[config.mk]
export PLATFORM = sky130hd
export DESIGN_NAME = fwd_hazard_unit
export DESIGN_NICKNAME = d
export VERILOG_FILES = /design/src/rtl/cpu_pkg.sv /design/src/rtl/fwd_operand_sel.sv /design/src/rtl/fwd_hazard_unit.sv
export SDC_FILE = /design/constraint.sdc
export NUM_CORES = 1
export LEC_CHECK = 0
export CORE_MARGIN = 1.5
export CORE_UTILIZATION = 40
export CTS_CLUSTER_SIZE = 24
export DETAILED_ROUTE_END_ITERATION = 6
export DONT_BUFFER_PORTS = 1
export HOLD_SLACK_MARGIN = 0.03
export SYNTH_ARGS = -nofsm -noshare
export SYNTH_HDL_FRONTEND = slang
export SYNTH_SLANG_ARGS = --single-unit
export TNS_END_PERCENT = 20
[constraint.sdc]
create_clock -name clk -period 2.95 [get_ports clk]
set_input_delay 0.59 -clock clk [delete_from_list [all_inputs] [get_ports clk]]
set_output_delay 0.59 -clock clk [all_outputs]
set_load 0.02 [all_outputs]
[src/rtl/cpu_pkg.sv]
// cpu_pkg: shared widths, tag field sizes and operand-forwarding
// select encodings for the pipelined CPU.
package cpu_pkg;

  localparam int DATA_W_DEF  = 16;
  localparam int REG_AW_DEF  = 4;
  localparam int NUM_SRC_DEF = 2;
  localparam int CNT_W_DEF   = 16;

  localparam int FWD_SEL_W = 2;
  typedef logic [FWD_SEL_W-1:0] fwdSel_t;

  localparam fwdSel_t FWD_RF  = 2'b00;
  localparam fwdSel_t FWD_WB  = 2'b01;
  localparam fwdSel_t FWD_MEM = 2'b10;

endpackage

[src/rtl/fwd_operand_sel.sv]
// fwd_operand_sel: picks one EX operand from EX/MEM, MEM/WB or the
// register-file read value, youngest producer first.
module fwd_operand_sel
  import cpu_pkg::*;
#(
  parameter int DATA_W   = DATA_W_DEF,
  parameter int REG_AW   = REG_AW_DEF,
  parameter bit ZERO_REG = 1'b1
) (
  input  logic [REG_AW-1:0] src,
  input  logic              srcUsed,
  input  logic              memValid,
  input  logic              memRegWrite,
  input  logic [REG_AW-1:0] memDst,
  input  logic              wbValid,
  input  logic              wbRegWrite,
  input  logic [REG_AW-1:0] wbDst,
  input  logic [DATA_W-1:0] regData,
  input  logic [DATA_W-1:0] memData,
  input  logic [DATA_W-1:0] wbData,
  output logic [DATA_W-1:0] opData,
  output fwdSel_t           fwdSel
);

  logic memHit;
  logic wbHit;

  assign memHit = memValid & memRegWrite & srcUsed
                & (memDst == src)
                & (!ZERO_REG | (memDst != '0));

  assign wbHit = wbValid & wbRegWrite & srcUsed
               & (wbDst == src)
               & (!ZERO_REG | (wbDst != '0));

  always_comb begin
    opData = regData;
    fwdSel = FWD_RF;
    priority case (1'b1)
      memHit: begin
        opData = memData;
        fwdSel = FWD_MEM;
      end
      wbHit: begin
        opData = wbData;
        fwdSel = FWD_WB;
      end
      default: ;
    endcase
  end

endmodule

[src/rtl/fwd_hazard_unit.sv]
// fwd_hazard_unit: shadow tag pipeline, per-operand forwarding,
// load-use stall with flush override and a saturating stall counter.
module fwd_hazard_unit
  import cpu_pkg::*;
#(
  parameter int DATA_W   = DATA_W_DEF,
  parameter int REG_AW   = REG_AW_DEF,
  parameter int NUM_SRC  = NUM_SRC_DEF,
  parameter bit ZERO_REG = 1'b1,
  parameter int CNT_W    = CNT_W_DEF
) (
  input  logic                      clk,
  input  logic                      rst,
  input  logic                      id_valid,
  input  logic [NUM_SRC*REG_AW-1:0] id_src,
  input  logic [NUM_SRC-1:0]        id_src_used,
  input  logic [REG_AW-1:0]         id_dst,
  input  logic                      id_regwrite,
  input  logic                      id_memread,
  input  logic                      flush,
  input  logic [NUM_SRC*DATA_W-1:0] ex_src_data,
  input  logic [DATA_W-1:0]         mem_result,
  input  logic [DATA_W-1:0]         wb_result,
  output logic [NUM_SRC*DATA_W-1:0] ex_op_data,
  output logic [2*NUM_SRC-1:0]      fwd_sel,
  output logic                      stall,
  output logic [CNT_W-1:0]          stall_count
);

  typedef struct packed {
    logic                      valid;
    logic [REG_AW-1:0]         dst;
    logic                      regWrite;
    logic                      memRead;
    logic [NUM_SRC*REG_AW-1:0] src;
    logic [NUM_SRC-1:0]        srcUsed;
  } exTag_t;

  // Past EX only the destination matters; a load in MEM can
  // never be a forwarding source because of the stall.
  typedef struct packed {
    logic              valid;
    logic [REG_AW-1:0] dst;
    logic              regWrite;
  } wrTag_t;

  exTag_t exTag;
  wrTag_t memTag;
  wrTag_t wbTag;
  logic   depHit;
  logic   exDstLive;
  logic   exLoad;

  assign exLoad = id_valid & ~stall & ~flush;

  always_ff @(posedge clk) begin
    if (rst) begin
      exTag  <= '0;
      memTag <= '0;
      wbTag  <= '0;
    end else begin
      if (exLoad) begin
        exTag.valid    <= 1'b1;
        exTag.dst      <= id_dst;
        exTag.regWrite <= id_regwrite;
        exTag.memRead  <= id_memread;
        exTag.src      <= id_src;
        exTag.srcUsed  <= id_src_used;
      end else begin
        exTag <= '0;
      end
      memTag.valid    <= exTag.valid;
      memTag.dst      <= exTag.dst;
      memTag.regWrite <= exTag.regWrite;
      wbTag           <= memTag;
    end
  end

  always_comb begin
    depHit = 1'b0;
    for (int i = 0; i < NUM_SRC; i++) begin
      if (id_src_used[i] &&
          id_src[i*REG_AW +: REG_AW] == exTag.dst)
        depHit = 1'b1;
    end
  end

  assign exDstLive = !ZERO_REG || (exTag.dst != '0);

  assign stall = id_valid & ~flush & exTag.valid
               & exTag.regWrite & exTag.memRead
               & exDstLive & depHit;

  always_ff @(posedge clk) begin
    if (rst)
      stall_count <= '0;
    else if (stall && stall_count != '1)
      stall_count <= stall_count + CNT_W'(1);
  end

  for (genvar i = 0; i < NUM_SRC; i++) begin : gOp
    fwd_operand_sel #(
      .DATA_W  (DATA_W),
      .REG_AW  (REG_AW),
      .ZERO_REG(ZERO_REG)
    ) uSel (
      .src        (exTag.src[i*REG_AW +: REG_AW]),
      .srcUsed    (exTag.srcUsed[i]),
      .memValid   (memTag.valid),
      .memRegWrite(memTag.regWrite),
      .memDst     (memTag.dst),
      .wbValid    (wbTag.valid),
      .wbRegWrite (wbTag.regWrite),
      .wbDst      (wbTag.dst),
      .regData    (ex_src_data[i*DATA_W +: DATA_W]),
      .memData    (mem_result),
      .wbData     (wb_result),
      .opData     (ex_op_data[i*DATA_W +: DATA_W]),
      .fwdSel     (fwd_sel[2*i +: 2])
    );
  end

endmodule

== After elaboration in Yosys (flattened, before gate mapping) ==
Index checks and enable logic that the tools add are counted.
W data, S select, Z words.

* $add $sub $neg: 1
* Equal/unequal tests: 7
* Mux-type cells: 11
* Bitwise gates (word level): 25
* Reductions and logical operators: 7

{| class="wikitable"
|+ Operators with widths
! operator !! number
|-
| $mux W16 || 4
|-
| $eq A4 B4 Y1 || 6
|-
| $and A1 B1 Y1 || 22
|-
| $mux W17 || 1
|-
| $add A16 B1 Y16 const B || 1
|-
| $ne A16 B16 Y1 const B || 1
|-
| $reduce_bool A4 Y1 || 3
|-
| $mux W1 || 4
|-
| $mux W2 || 2
|-
| $logic_and A1 B1 Y1 || 3
|-
| $not A1 Y1 || 3
|-
| $reduce_or A2 Y1 || 1
|}

* Register bits after elaboration: 45
* Bits of input ports: 84
* Output and inout bits: 53
* Word-level logic and storage cells: 64

== Depth between registers and ports, before layout ==
Gate-level depths: netlist of run 1.

* Depth after elaboration: 12
* Depth in mapped cells: 8
* Mapped depth without buffers: 7

== Cells and area by module ==
From an unflattened synthesis of run 1, not the netlist that was laid out.

* Cells, all modules: 370
* Area total of the unflattened synthesis: 2802.7 µm²

{| class="wikitable"
|+ Modules (own cells, without submodules)
! module !! instances !! cells an instance !! area an instance (µm²) !! seq. area each (µm²)
|-
| fwd_hazard_unit || 1 || 174 || 1696.6 || 900.9
|-
| fwd_operand_sel || 2 || 98 || 553.0 || 0.0
|}

== Least setup slack after synthesis of run 1 ==
No wires, ideal clock.

* Path kind: reg-to-output
* Start: register wbTag[1] in the netlist's numbering
* End: output ex_op_data[22]
* Arrival: 1.892 ns
* Required time: 2.360 ns
* Path slack: 0.468 ns
* Stages on the path, launching flop included: 8
* Cells stage by stage: dfxtp_1 > nor4_1 > nor2_1 > nand4_1 > clkbuf_1 > buf_2 > mux2i_1 > a21oi_1

* Longest elaborated chain between the ends: 5

{| class="wikitable"
|+ RTL lines
! element !! RTL line !! source
|-
| from (decl) || fwd_hazard_unit.sv:49 || <nowiki>wrTag_t wbTag;</nowiki>
|-
| from (signal assigned) || fwd_hazard_unit.sv:75 || <nowiki>wbTag <= memTag;</nowiki>
|-
| $eq A4 B4 Y1 || fwd_operand_sel.sv:33 || <nowiki>& (wbDst == src)</nowiki>
|-
| $and A1 B1 Y1 || fwd_operand_sel.sv:33 ||
|-
| $and A1 B1 Y1 (*) || fwd_operand_sel.sv:34 || <nowiki>& (!ZERO_REG | (wbDst != '0));</nowiki>
|-
| $mux W16 (*) (2 in series) || fwd_operand_sel.sv:39 || <nowiki>priority case (1'b1)</nowiki>
|-
| to (decl) || fwd_hazard_unit.sv:24 || <nowiki>output logic [NUM_SRC*DATA_W-1:0] ex_op_data,</nowiki>
|}

Every way passes the cells marked *; elsewhere a longest branch is shown, timed or not.

== Worst setup path after layout of run 1 ==
* Start: register memTag[3] in the netlist's numbering
* End: output ex_op_data[8]

* Longest elaborated chain between the ends: 4

{| class="wikitable"
|+ RTL lines
! element !! RTL line !! source
|-
| from (decl) || fwd_hazard_unit.sv:48 || <nowiki>wrTag_t memTag;</nowiki>
|-
| $eq A4 B4 Y1 || fwd_operand_sel.sv:29 || <nowiki>& (memDst == src)</nowiki>
|-
| $and A1 B1 Y1 || fwd_operand_sel.sv:29 ||
|-
| $and A1 B1 Y1 (*) || fwd_operand_sel.sv:30 || <nowiki>& (!ZERO_REG | (memDst != '0));</nowiki>
|-
| $mux W16 (*) || fwd_operand_sel.sv:39 ||
|}

Marked as above.

==> flow_summary.ini, run 1 <==
[cts]
clk_pin_slew_ns = 0.09
htree_levels = 2
cts_sinks = 45
cts_max_path_buffers = 2
postCtsSetupBuffers = 0
cts_made_buffers = 5
insertion_delay_ns = 0.30
cts_resized = 0
root_buffer = clkbuf_8
cts_tree = done
holdBufCountCts = 0

[synthesis]
ys_seq_elements = 45
synth_area_leaders = dfxtp_1, mux2i_1, nor2_1
ys_types = 33
yosysWarningCount = 0
syn-cell-area_sq_um = 2660
syn_nets = 412
synth.avg_cell_area_sq_um = 8.12
synth_top_area_cell = dfxtp_1
ys_seq_area_share_pct = 33.9
yosys.area.top_type_share_pct = 33.9
synthCells = 327

[critical_path]
cp.required_ns = 2.36
crit_path_start_kind = flop
endpoint_kind = primary output
reg2reg_slack_ns = 0.53
critPathKind = flop to primary output
cp-startpoint = memTag[3]$_SDFF_PP0_
r2r_start = exTag[13]$_SDFF_PP0_
cp.arrival_ns = 2.13
worst-path-max-fanout = 22

[detailed_routing]
finalWirelength_um = 6920
num_vias = 2365
first_pass_iters = 4
ant_nets = 0
drc = 0
wl_per_cell_um = 16.1
drt_iter0_markers = 52
vias_per_cell = 5.51

[global_routing]
grt_pass1_vias = 2217
met2_usage_pct = 33.4
grt_first_pass_wirelength_um = 10900
use_met3_pct = 4.33
grt_most_used_layer = met2
grt_overflow = 0
grt.total_usage_pct = 18.8
antenna_found_initial = 0
grt_start_max_net_pins = 40
met1_usage_pct = 22.7

[sta]
fin_crit_ns = 2.72
hold_viol = 0
setup_viol = 0
timing.final.crit_share_pct = 92.3
clock_skew_ns = 0.00798
relSlewSlack_pct = 54.8
fmax_ghz = 0.367
grt_setup_unrepaired = false
tightest_slew_ns = 0.678
fin_ws_ns = 0.228
fin_setup_tns_ns = 0
final-max-slew-violation-count = 0

[floorplanning]
start_util_pct = 41.6
dieArea_sq_um = 7140
core-area_sq_um = 6390
die_w_um = 84.5
core.rowCount = 29
die_h_um = 84.5
io_pins = 137

[placement]
gp_congestion = 0.925
dp_hpwl_um = 5490
portBuffers = 0
placed_cell_area_sq_um = 2960
pre_cts_ws_ns = 0.448

[layout]
final_util_pct = 47.9
layout-drive-gt1-share_pct = 15.3
fillers = 641
nets = 436
area_growth_pct = 15.2
multi_input_area_sq_um = 1650
seq_area_sq_um = 901
diodes = 0
stdcell_area_sq_um = 3060

[hold_path]
hold_path_class = input port to flop
hp-start = rst

[status]
run_status = finished, final reports clean

[power_and_ir_drop]
cellPowerDensity_nw_per_um2 = 378
vdd_drop_max_v = 0.000355
total_leakage_power_nw = 1.45

[flow_run]
cap_violations = 0
-- registers in the layout, summed over array words and instances, names as in the netlist --
signal and count:
memTag 6, stall_count 16, wbTag 6, exTag 17
-- cell type report --
class / instances / share of cell area (%)
multi-input combinational: 257 / 53.9
tap: 77 / 3.15
timing repair buffer: 38 / 9.74
sequential: 45 / 29.5
clock inverter: 2 / 0.532
clock buffer: 6 / 2.70
inverter: 4 / 0.491
-- per-stage QoR --
step	hold slack [ns]	std cells	total power [mW]
finish	0.353	429	1.16
global route	0.338	429	1.21
CTS	0.342	429	1.17
detailed placement	0.453	421	0.768
global placement	0.449	421	0.766
floorplan	0.438	327	0.728
-- synthesized netlist by cell type --
| cell type | count |
|---|---|
| nor4b_1 | 1 |
| mux2i_1 | 33 |
| nand2b_1 | 4 |
| mux2_2 | 8 |
| nand3_1 | 9 |
| ha_1 | 1 |
| o21ai_0 | 3 |
| nor3_1 | 7 |
| a21o_1 | 1 |
| nand4_1 | 9 |
| xnor2_1 | 7 |
| inv_1 | 4 |
| clkbuf_1 | 15 |
| or4b_1 | 1 |
| nor4_1 | 9 |
| buf_2 | 2 |
| nor2_1 | 51 |
| nand2_1 | 6 |
| or3_1 | 4 |
| xor2_1 | 18 |
| clkbuf_2 | 1 |
| and3_1 | 1 |
| nor3b_1 | 1 |
| a21oi_1 | 37 |
| dfxtp_1 | 45 |
| buf_1 | 1 |
| or4_1 | 5 |
| o21a_1 | 1 |
| and2_1 | 17 |
| nor2b_1 | 19 |
| a211oi_1 | 1 |
| o31ai_1 | 3 |
| buf_4 | 2 |
-- metal layers --
metal / routed length (um) / part of all wire [%]
met1: 2800 / 40
met3: 571 / 8.3
met2: 3440 / 50
met4: 104 / 1.5
met5: 0 / 0
-- worst max-delay path: stages (launching register included) --
cell     delay [ns]
dfxtp_1        0.35
xor2_1         0.17
nor3_1         0.18
nand4_1        0.47
buf_12         0.35
nor2_1         0.11
a21oi_1        0.05
buf_4          0.16
-- path summary, 6_finish.rpt --
path	endpoint	cells past startpoint
max	ex_op_data[8]	7
min	stall_count[15]$_SDFFE_PP0P_	1
max reg2reg	stall_count[15]$_SDFFE_PP0P_	6
min reg2reg	memTag[5]$_SDFF_PP0_	1
-- where the power goes --
part	leakage [nW]	total (mW)	internal, mW	switching, mW
Sequential	0.364	0.623	0.616	0.00752
Combinational	1.04	0.129	0.0628	0.0665
Clock	0.0478	0.405	0.193	0.212
-- logic make-up after synthesis --
group / Yosys count / synth area share [%]
AOI/OAI and AO/OA: 46 / 9.24
DFF: 45 / 33.9
adders and majority gates: 1 / 0.471
xor gates and xnor gates: 25 / 8.25
muxes: 41 / 15.8
and+or+nand+nor: 144 / 28.3
buffers and inverters: 25 / 3.96
-- layout by cell type (no fill, tap or decap) --
| master | instances |
|---|---|
| nor2_1 | 51 |
| dfxtp_1 | 45 |
| a21oi_1 | 37 |
| buf_4 | 37 |
| mux2i_1 | 33 |
| nor2b_1 | 19 |
| xor2_1 | 18 |
| and2_1 | 17 |
| nor4_1 | 9 |
| nand4_1 | 9 |
| nand3_1 | 9 |
| mux2_2 | 8 |
| xnor2_1 | 7 |
| nor3_1 | 7 |
| nand2_1 | 6 |
| clkbuf_8 | 6 |
| or4_1 | 5 |
| inv_1 | 4 |
| or3_1 | 4 |
| nand2b_1 | 4 |
| o21ai_0 | 3 |
| o31ai_1 | 3 |
| or4b_1 | 1 |
| nor3b_1 | 1 |
| o21a_1 | 1 |
| a21o_1 | 1 |
| and3_1 | 1 |
| nor4b_1 | 1 |
| a211oi_1 | 1 |
| ha_1 | 1 |
| inv_6 | 1 |
| clkinvlp_4 | 1 |
| buf_12 | 1 |
Power figures use the tool's default switching activity.
==> run 2: changes to the inputs <==
--- a/config.mk
+++ b/config.mk
@@ -5,6 +5,8 @@
 export SDC_FILE = /design/constraint.sdc
 export NUM_CORES = 1
 export LEC_CHECK = 0
+export ABC_AREA = 1
+export CAP_MARGIN = 20
 export CORE_MARGIN = 1.5
 export CORE_UTILIZATION = 40
 export CTS_CLUSTER_SIZE = 24
==> flow_summary.ini, run 2 <==
[status]
run_status = finished, final reports clean

[floorplanning]
core.rowCount = 32
die_h_um = 91.9
start_util_pct = 41.1
core-area_sq_um = 7690
die_w_um = 91.9
io_pins = 137
dieArea_sq_um = 8450

[global_routing]
grt_pass1_vias = 2857
antenna_found_initial = 0
grt.total_usage_pct = 18.8
grt_start_max_net_pins = 34
grt_first_pass_wirelength_um = 13000
grt_overflow = 0

[detailed_routing]
ant_nets = 0
wl_per_cell_um = 12.7
num_vias = 3187
vias_per_cell = 4.96
finalWirelength_um = 8160
first_pass_iters = 4
drc = 0
drt_iter0_markers = 106

[synthesis]
ys_types = 30
ys_seq_elements = 45
synthCells = 547
ys_async_sr_fraction_pct = 0
synth.avg_cell_area_sq_um = 5.78
syn-cell-area_sq_um = 3160
synth-edff-count = 0
yosysMostFrequentCell = nand2_1
synth_area_leaders = dfxtp_1, nand2_1, inv_1
yosys.area.top_type_share_pct = 28.5
synthTopCellsByCount = nand2_1, inv_1, nor2_1, nand3_1, dfxtp_1
ys_seq_area_share_pct = 28.5
synth_top_area_cell = dfxtp_1
synthFlopType = dfxtp_1
syn_nets = 632
yosysWarningCount = 0

[flow_run]
cap_violations = 0

[critical_path]
endpoint_kind = primary output
cp.required_ns = 2.36
r2r_start = stall_count[1]$_SDFFE_PP0P_
cp-startpoint = memTag[4]$_SDFF_PP0_
cp.arrival_ns = 2.09
critPathKind = flop to primary output
worst-path-max-fanout = 18
worstSetupEndpoint = ex_op_data[29]
reg2reg_slack_ns = 1.08
reg2regPathDepth = 9
reg2reg_to = stall_count[13]$_SDFFE_PP0P_
crit_path_start_kind = flop

[sta]
setup_viol = 0
tightest_slew_ns = 0.487
clock_skew_ns = 0.00462
hold_viol = 0
grt_setup_unrepaired = false
final-max-slew-violation-count = 0
fin_ws_ns = 0.266
fin_setup_tns_ns = 0
timing.final.crit_share_pct = 91.0
fmax_ghz = 0.373
timing.hold.ws_ns = 0.349
fin_crit_ns = 2.68
relSlewSlack_pct = 67.4

[layout]
top_register = exTag
layout-drive-gt1-share_pct = 7.04
area_growth_pct = 4.00
final_common_cell = nand2_1
largest_reg_flops = 17
largestRegisters = exTag: 17 flops, stall_count: 16 flops
diodes = 0
nets = 624
stdcell_area_sq_um = 3290
layout_common_cells = nand2_1, inv_1, nor2_1

[cts]
cts_made_buffers = 5
insertion_delay_ns = 0.30
cts_max_path_buffers = 2
cts_sinks = 45
postCtsSetupBuffers = 0
holdBufCountCts = 0
htree_levels = 2
cts_resized = 0
cts_tree = done
clk_pin_slew_ns = 0.09
root_buffer = clkbuf_8

[placement]
dp_hpwl_um = 6440
pre_cts_ws_ns = 0.536
portBuffers = 0
placed_cell_area_sq_um = 3190
gp_congestion = 0.819

[power_and_ir_drop]
total_leakage_power_nw = 1.73
vdd_drop_max_v = 0.000261
report.power.total_mw = 1.16
cellPowerDensity_nw_per_um2 = 352

[hold_path]
hold_path_class = input port to flop
==> run 2: cell types whose count changed after synthesis, sizes merged, moves of 19 or more <==
cell   previous run  this run
nand2             6       184
nor2b            19         0
nand3             9        52
inv               4        95
nor2             51        79
a21oi            37         6
mux2i            33         0
==> run 2: worst min-delay path by stage <==
stage                         startpoint                          end  slack [ns]  depth (start not counted)
detailed placement  exTag[16]$_SDFF_PP0_         memTag[5]$_SDFF_PP0_        0.43                          2
global placement    exTag[16]$_SDFF_PP0_         memTag[5]$_SDFF_PP0_        0.42                          2
global route                         rst         memTag[5]$_SDFF_PP0_        0.33                          1
floorplan           exTag[16]$_SDFF_PP0_         memTag[5]$_SDFF_PP0_        0.40                          2
CTS                                  rst          wbTag[0]$_SDFF_PP0_        0.33                          1
finish                               rst  stall_count[9]$_SDFFE_PP0P_        0.35                          1
==> run 2: layer usage <==
metal | vias to the layer above | track usage, % | routed length [um]
met5 | - | 0 | 0
met4 | 0 | 6.03 | 166
met2 | 118 | 33.3 | 3800
met1 | 1399 | 22.2 | 3600
met3 | 12 | 4.56 | 594
li1 | 1658 | - | -
==> run 2: layout make-up <==
| class | instances | area, sq um |
|---|---|---|
| Clock buffer | 5 | 68.8 |
| Timing Repair Buffer | 4 | 30.0 |
| Tap cell | 102 | 128 |
| Fill cell | 845 | 4400 |
| Clock inverter | 3 | 25.0 |
| Multi-Input combinational cell | 388 | 1780 |
| Inverter | 95 | 357 |
| Sequential cell | 45 | 901 |
==> run 2: through the flow <==
step                util [%]  cells
finish                  42.8    642
global route            42.8    642
CTS                     42.7    642
detailed placement      41.5    634
global placement        41.5    634
floorplan                  -    547
==> run 2: worst max-delay path, cell delays in order (launching register included) <==
cell and delay [ns]:
dfxtp_1 0.34, inv_2 0.08, nor2_1 0.05, nor4_2 0.30, nand2_2 0.28, inv_2 0.39, nand2_1 0.14, nand2_1 0.21
==> run 2: cells by family (layout without fill, tap and decap cells) <==
logic type / count (synthesis) / after routing / share of synthesized area, %
and+or+nand+nor: 345 / 345 / 47.6
buffers and inverters: 114 / 107 / 15.3
DFF: 45 / 45 / 28.5
AOI/OAI and AO/OA: 31 / 31 / 5.14
xor gates and xnor gates: 11 / 11 / 3.05
adders and majority gates: 1 / 1 / 0.396
==> run 2: power breakdown <==
part / switching, mW / internal (mW) / total (mW)
Clock: 0.224 / 0.173 / 0.396
Combinational: 0.0994 / 0.0387 / 0.138
Sequential: 0.00704 / 0.616 / 0.623
Total: 0.330 / 0.827 / 1.16
==> run 3: changes to the inputs <==
--- a/config.mk
+++ b/config.mk
@@ -12,6 +12,7 @@
 export CTS_CLUSTER_SIZE = 24
 export DETAILED_ROUTE_END_ITERATION = 6
 export DONT_BUFFER_PORTS = 1
+export GPL_ROUTABILITY_DRIVEN = 0
 export HOLD_SLACK_MARGIN = 0.03
 export SYNTH_ARGS = -nofsm -noshare
 export SYNTH_HDL_FRONTEND = slang
==> results of run 3 <==
No change in the layout: final DEF, timing and power equal those of run 2.
